===== src/rtl/seq_pattern_detector_pkg.sv =====
`default_nettype none
// ============================================================================
//  Module   : seq_pattern_detector_pkg
//  Purpose  : Shared types and constants for the serial pattern detector.
//             Holds the detector state encoding and the legal PAT_W range.
//  Revision : 1.0  initial release
// ============================================================================
package seq_pattern_detector_pkg;

  // Legal range for the pattern length parameter.
  localparam int PAT_W_MIN = 2;
  localparam int PAT_W_MAX = 16;

  // FILL : collecting the first PAT_W-1 bits of history, no match possible.
  // ARMED: history complete, every accepted bit is compared.
  typedef enum logic [0:0] {
    FILL  = 1'b0,
    ARMED = 1'b1
  } state_t;

endpackage : seq_pattern_detector_pkg
`default_nettype wire


===== src/rtl/seq_pattern_detector_sat_counter.sv =====
`default_nettype none
// ============================================================================
//  Module   : sat_counter
//  Purpose  : Saturating up-counter. Counts inc pulses, sticks at all-ones,
//             synchronous clear that takes priority over an increment.
//  Ports    : clk   - clock
//             reset - synchronous active-high reset (count to 0)
//             inc   - increment request
//             clr   - clear request (wins over inc)
//             cnt   - current count, W bits
//  Revision : 1.0  initial release
// ============================================================================
module sat_counter #(
  parameter int W = 8
) (
  input  logic         clk,
  input  logic         reset,
  input  logic         inc,
  input  logic         clr,
  output logic [W-1:0] cnt
);

  logic [W-1:0] cnt_q;
  logic [W-1:0] cnt_d;

  always_comb begin
    cnt_d = cnt_q;
    if (clr) begin
      cnt_d = '0;
    end else if (inc && (cnt_q != {W{1'b1}})) begin
      cnt_d = cnt_q + W'(1);
    end
  end

  always_ff @(posedge clk) begin
    if (reset) begin
      cnt_q <= '0;
    end else begin
      cnt_q <= cnt_d;
    end
  end

  assign cnt = cnt_q;

endmodule : sat_counter
`default_nettype wire


===== src/rtl/seq_pattern_detector.sv =====
`default_nettype none
// ============================================================================
//  Module   : seq_pattern_detector
//  Purpose  : Run-time configurable serial pattern detector with a
//             same-cycle (Mealy) match pulse on a valid-qualified 1-bit
//             stream. Pattern and overlap mode are loadable; an optional
//             saturating match counter is available.
//  Build    : SEQ_PATTERN_DETECTOR_COUNT_EN defined   -> match counter and
//             count_clr implemented.
//             SEQ_PATTERN_DETECTOR_COUNT_EN undefined -> match_count tied
//             to 0, count_clr ignored (port list unchanged).
//  Ports    : clk          - clock
//             reset        - synchronous active-high reset
//             in_          - serial data bit
//             in_val       - in_ is valid this cycle
//             cfg_load     - load cfg_pattern / cfg_overlap at next edge
//             cfg_pattern  - new pattern, MSB is the first bit received
//             cfg_overlap  - 1 = overlapping matches, 0 = non-overlapping
//             count_clr    - clear match_count at next edge
//             out          - combinational match pulse
//             match_count  - saturating number of matches
//  Revision : 1.0  initial release
// ============================================================================
module seq_pattern_detector
  import seq_pattern_detector_pkg::*;
#(
  parameter int               PAT_W       = 3,
  parameter logic [PAT_W-1:0] DEFAULT_PAT = PAT_W'(3'b101),
  parameter int               CNT_W       = 8
) (
  input  logic             clk,
  input  logic             reset,
  input  logic             in_,
  input  logic             in_val,
  input  logic             cfg_load,
  input  logic [PAT_W-1:0] cfg_pattern,
  input  logic             cfg_overlap,
  input  logic             count_clr,
  output logic             out,
  output logic [CNT_W-1:0] match_count
);

  // fill counts 0..PAT_W-1, so clog2(PAT_W) bits are always enough.
  localparam int               FILL_W   = $clog2(PAT_W);
  localparam logic [FILL_W-1:0] FILL_MAX = FILL_W'(PAT_W - 1);

  state_t             state_q, state_d;
  logic [PAT_W-1:0]   pat_q,   pat_d;
  logic               ovl_q,   ovl_d;
  logic [PAT_W-2:0]   hist_q,  hist_d;
  logic [FILL_W-1:0]  fill_q,  fill_d;

  // Candidate window: stored history followed by the bit arriving now.
  logic [PAT_W-1:0]   window;
  logic               match;

  assign window = {hist_q, in_};

  always_comb begin
    state_d = state_q;
    pat_d   = pat_q;
    ovl_d   = ovl_q;
    hist_d  = hist_q;
    fill_d  = fill_q;
    match   = 1'b0;

    if (cfg_load) begin
      // A load restarts collection; the in_ sample of this cycle is dropped.
      pat_d   = cfg_pattern;
      ovl_d   = cfg_overlap;
      fill_d  = '0;
      state_d = FILL;
    end else if (in_val) begin
      // Oldest history bit falls off the top of the window.
      hist_d = window[PAT_W-2:0];
      unique case (state_q)
        FILL: begin
          if (fill_q == FILL_MAX - FILL_W'(1)) begin
            fill_d  = FILL_MAX;
            state_d = ARMED;
          end else begin
            fill_d = fill_q + FILL_W'(1);
          end
        end
        ARMED: begin
          if (window == pat_q) begin
            match = 1'b1;
            // Non-overlapping: matched bits must not contribute to the next
            // match, so history collection starts over.
            if (!ovl_q) begin
              fill_d  = '0;
              state_d = FILL;
            end
          end
        end
        default: begin
          fill_d  = '0;
          state_d = FILL;
        end
      endcase
    end
  end

  // Pulse is suppressed while reset is held.
  assign out = match & ~reset;

  always_ff @(posedge clk) begin
    if (reset) begin
      state_q <= FILL;
      pat_q   <= DEFAULT_PAT;
      ovl_q   <= 1'b1;
      hist_q  <= '0;
      fill_q  <= '0;
    end else begin
      state_q <= state_d;
      pat_q   <= pat_d;
      ovl_q   <= ovl_d;
      hist_q  <= hist_d;
      fill_q  <= fill_d;
    end
  end

`ifdef SEQ_PATTERN_DETECTOR_COUNT_EN
  sat_counter #(
    .W (CNT_W)
  ) u_match_cnt (
    .clk   (clk),
    .reset (reset),
    .inc   (out),
    .clr   (count_clr),
    .cnt   (match_count)
  );
`else
  assign match_count = '0;

  logic unused_count_clr;
  assign unused_count_clr = count_clr;
`endif

endmodule : seq_pattern_detector
`default_nettype wire


===== config.mk =====
export PLATFORM = sky130hd
export DESIGN_NAME = seq_pattern_detector
export DESIGN_NICKNAME = d
export VERILOG_FILES = /design/src/rtl/seq_pattern_detector_pkg.sv /design/src/rtl/seq_pattern_detector_sat_counter.sv /design/src/rtl/seq_pattern_detector.sv
export SDC_FILE = /design/constraint.sdc
export NUM_CORES = 1
export LEC_CHECK = 0
export BUFFER_PORTS_ARGS = -buffer_cell sky130_fd_sc_hd__buf_4
export CAP_MARGIN = 15
export CORE_AREA = 2 2 39 41
export DETAILED_ROUTE_END_ITERATION = 7
export DIE_AREA = 0 0 41 43
export GPL_TIMING_DRIVEN = 0
export HOLD_SLACK_MARGIN = 0.03
export PLACE_DENSITY = 0.69
export SYNTH_ARGS = -nofsm -noshare
export SYNTH_HDL_FRONTEND = slang
export SYNTH_SLANG_ARGS = --single-unit

===== constraint.sdc =====
create_clock -name clk -period 1.15 [get_ports clk]
set_input_delay 0.23 -clock clk [delete_from_list [all_inputs] [get_ports clk]]
set_output_delay 0.23 -clock clk [all_outputs]
set_load 0.01 [all_outputs]

==> results <==
- The flow ran to the end, but the final reports show violations.
- The checks that failed: negative setup slack.
- The total setup violations reported at the end of the flow is 2.
- The remaining design rule violation count is 0.
- The routability-driven placement congestion ratio is roughly 0.63.
- The initial antenna violation count came to 0.
- The worst-case reg-to-reg path depth is 4.
- Of the total power, the clock network draws between 30% and 40%.
- The worst setup path is captured at an output port.
- The overall routed net length is 758 um.
- The end-of-flow core utilization is a little under half.
- The first global-routing pass estimated 1.32 mm of wire.
- Buffers placed on the I/O ports in this run total 8.
- The switching component of the power is ~0.18 mW.
- Setup repair after global routing could not meet its margin everywhere.
- VDD sags by at most between 500 and 600 uV.
- The combined global-route utilization of all metal layers is about 11%.
- 0 antenna diodes ended up in the layout.
- The mapped netlist covers about 500 um2.
- The number of violations of the max-capacitance limit is 0.
- Across the routed clock network, the largest skew measured is about 0.0059 ns.
- Setup slack on the critical path of the routed design comes to -0.216 ns.
- Detailed placement finished with a half-perimeter wire length of 623 um.
- The number of inserted filler cells in the final layout is between 150 and 200.
- Summing the areas of all fa, ha and maj instances in the mapped netlist gives around 2.5% of the synthesized area.
- The part of the power in registers is between 40% and 50%.
- The leakage component of the power is 0.316 nW.
- Data on the critical path arrives at its endpoint at 1.14 ns.
- Summed over all failing endpoints, the final setup total negative slack is -0.231 ns.
- Of the available clock period, the critical path in the final layout requires 119%.
- The root buffer cell is clkbuf_4.
- Of all nets on the critical path, the largest fanout is 2.
- The number of levels in the clock H-tree is 1.
- The number of ports placed on the die boundary is 19.
- The starting DRC count in detailed routing is 0.
- Relative to the synthesized area, the layout overhead comes to 31.0%.
- The endpoint identified for the worst register-to-register timing path is state_q$_SDFFE_PP0P_.
- Of the cells placed in the final design, the portion with a size suffix greater than 1 is 44.4%.
- The worst setup path is launched from a register.
- The routed via count divided by cell count is roughly 4.5.
- The clock period minus final worst setup slack is between 1 and 1.5 ns.
- Static timing analysis puts the maximum clock frequency at ~0.73 GHz.
- The starting utilization of the core area is between 30% and 40%.
- The clock-pin slew on the worst setup and hold paths is around 0.06 ns.
- The number of hold buffers added after CTS was 0.
- The final number of hold-violating endpoints was 0.
- After synthesis, the largest family of logic cells by area is simple AND/OR/NAND/NOR gates.
- Sequential elements use around 36% of the synthesized area.
- The share of the synthesized area in compound gates (AO/OA/AOI/OAI) is around 14%.
- The number of synthesized register bits is 9.
- The floorplan die area is approximately 1800 um2.
- The slack of the worst reg-to-reg path is -0.01 ns.
- The kind of critical path is reg -> out.
- Once detail routing completed, the nets flagged for antenna violations numbered 0.
- Power spread over the standard cell area amounts to ~1100 nW/um2.
- The TritonCTS clock tree is done.
- The placeable core area is around 1400 um2.
- The multiplexer fraction of the synthesized cell area is 5.96%.
- The worst register-to-register path begins at pat_q[1]$_SDFFE_PP0P_.
- The path with the worst hold slack has its endpoint at pat_q[0]$_SDFFE_PP1P_.
- The via count of the first global-routing pass came to 363.
- The xor and xnor area share after synthesis is around 8%.
- The number of optimization iterations in the first detailed-route pass is 1.
- The vertical extent of the die is approximately 43 um.
- The total number of nets in the final design is 84.
- The tightest min-delay check is of the in -> reg type.
- The origin of the worst min-delay path is cfg_pattern[0].
- The critical path starts at pat_q[1]$_SDFFE_PP0P_.
- The required time at the worst-slack endpoint is just over 0.9 ns.
- Dividing the detail-routed wire length by the instance count gives 8.61 um.
- The final max-slew violation count was 0.
- Combinational cells account for about a fifth of the total power.
- During synthesis, Yosys emitted a total of 0 warnings.
- The count of cells along the worst hold path is 2.
- Row generation in the floorplan step produced 14 rows.
- Entering global routing, the biggest net connects 10 pins.
- In the layout the commonest cells are 19 x buf_4, 8 x conb_1, 7 x dfxtp_1.
- The horizontal extent of the die is approximately 41 um.
- Counting every instance in the synthesized netlist gives between 50 and 60.
- After global routing the overflow that remains totals 0.
- The worst-skew pair later-pin latency is 0.26 ns.
- The count of unique library cells instantiated by Yosys is 21.
- The number of sinks driven by the clock tree is 9.
- The synthesized netlist devotes roughly 18% of its cell area to simple gates.
- The internal power of the cells totals about 0.53 mW.
- Net switching is 25.2% of the power.
- The largest buffer count on any clock path is 2.
- The commonest non-fill, non-tap cell in the layout is buf_4.
- Across all layers, the routed design uses about 400 vias.
- The post-synthesis average cell area is 9.89 um2.
- Counting the buffers created by CTS gives 3.
==> layout make-up <==
class	count	area (um2)	share of cell area, %
inverter	3	11.3	1.70
tap	16	20.0	3.03
sequential	9	183	27.7
buffer	9	67.6	10.2
timing repair buffer	10	75.1	11.4
multi-input combinational	37	277	41.9
clock buffer	3	22.5	3.41
clock inverter	1	5.00	0.758
==> registers in the layout, summed over array words and instances, names as in the netlist <==
register,count
hist_q,2
ovl_q,1
state_q,1
pat_q,3
fill_q,2
==> worst max path at each step <==
| stage | endpoint | slack (ns) | depth (start not counted) |
|---|---|---|---|
| floorplan | out | 0.08 | 3 |
| finish | out | -0.22 | 4 |
| detailed placement | out | -0.05 | 4 |
| global placement | state_q$_SDFFE_PP0P_ | -0.003 | 4 |
| CTS | out | -0.23 | 4 |
| global route | out | -0.26 | 4 |
==> synth_stat cells <==
cell,instances,area [um2]
inv_1,3,11.3
a32o_2,1,11.3
nor2b_2,1,8.76
xnor2_2,2,32.5
a211o_1,3,26.3
nor3_1,1,5.00
nand3_1,1,5.00
nor2b_1,4,25.0
and3_1,1,6.26
buf_4,9,67.6
dfxtp_1,9,180
ha_1,1,12.5
nand4b_1,1,8.76
xor2_1,1,8.76
conb_1,1,3.75
a32o_1,2,20.0
mux2i_1,3,30.0
a21boi_2,1,11.3
nand2_1,1,3.75
nor2_4,1,11.3
nor2_1,4,15.0
==> timing repair <==
| action | 4_1_cts | 5_1_grt |
|---|---|---|
| buffers inserted | 2 | 0 |
| setup endpoints to repair | 1 | 4 |
| pin swaps | 6 | 1 |
| resized for setup | 2 | 1 |
| cloned | 0 | 0 |
==> routing by layer <==
| metal | vias to the layer above | track usage [%] | wire [um] |
|---|---|---|---|
| met4 | 0 | 8.00 | 18 |
| met3 | 2 | 1.57 | 74 |
| met5 | - | 0 | 0 |
| met2 | 17 | 19.4 | 392 |
| met1 | 178 | 11.1 | 272 |
| li1 | 201 | - | - |
==> power by group through the flow <==
stage | Sequential, mW | Combinational [mW] | Clock (mW)
detailed placement | 0.345 | 0.123 | 0
CTS | 0.338 | 0.133 | 0.250
global placement | 0.345 | 0.121 | 0
finish | 0.338 | 0.132 | 0.242
floorplan | 0.343 | 0.0901 | 0
global route | 0.340 | 0.149 | 0.273
==> metrics by stage <==
stage	hold WS [ns]	std cells	setup slack [ns]	total power [mW]	instance area (um2)
finish	0.172	88	-0.216	0.712	661
global route	0.168	88	-0.260	0.762	661
floorplan	0.302	58	0.0757	0.433	531
global placement	0.436	82	-0.00266	0.465	611
CTS	0.170	88	-0.230	0.721	659
detailed placement	0.440	82	-0.0454	0.468	611
==> cell families after synthesis <==
| logic type | count (synthesis) |
|---|---|
| mux | 3 |
| simple gates | 15 |
| flops | 9 |
| xor+xnor | 3 |
| buf+inv | 12 |
| compound gates | 7 |
| other cells | 1 |
| fa+ha+maj | 1 |
==> critical path: stages, from the launching register on <==
cell	delay, ns
dfxtp_2	0.33
xnor2_2	0.18
nand2_1	0.09
nor3_2	0.13
buf_4	0.14
No activity file was read; power rests on OpenSTA's default activity.
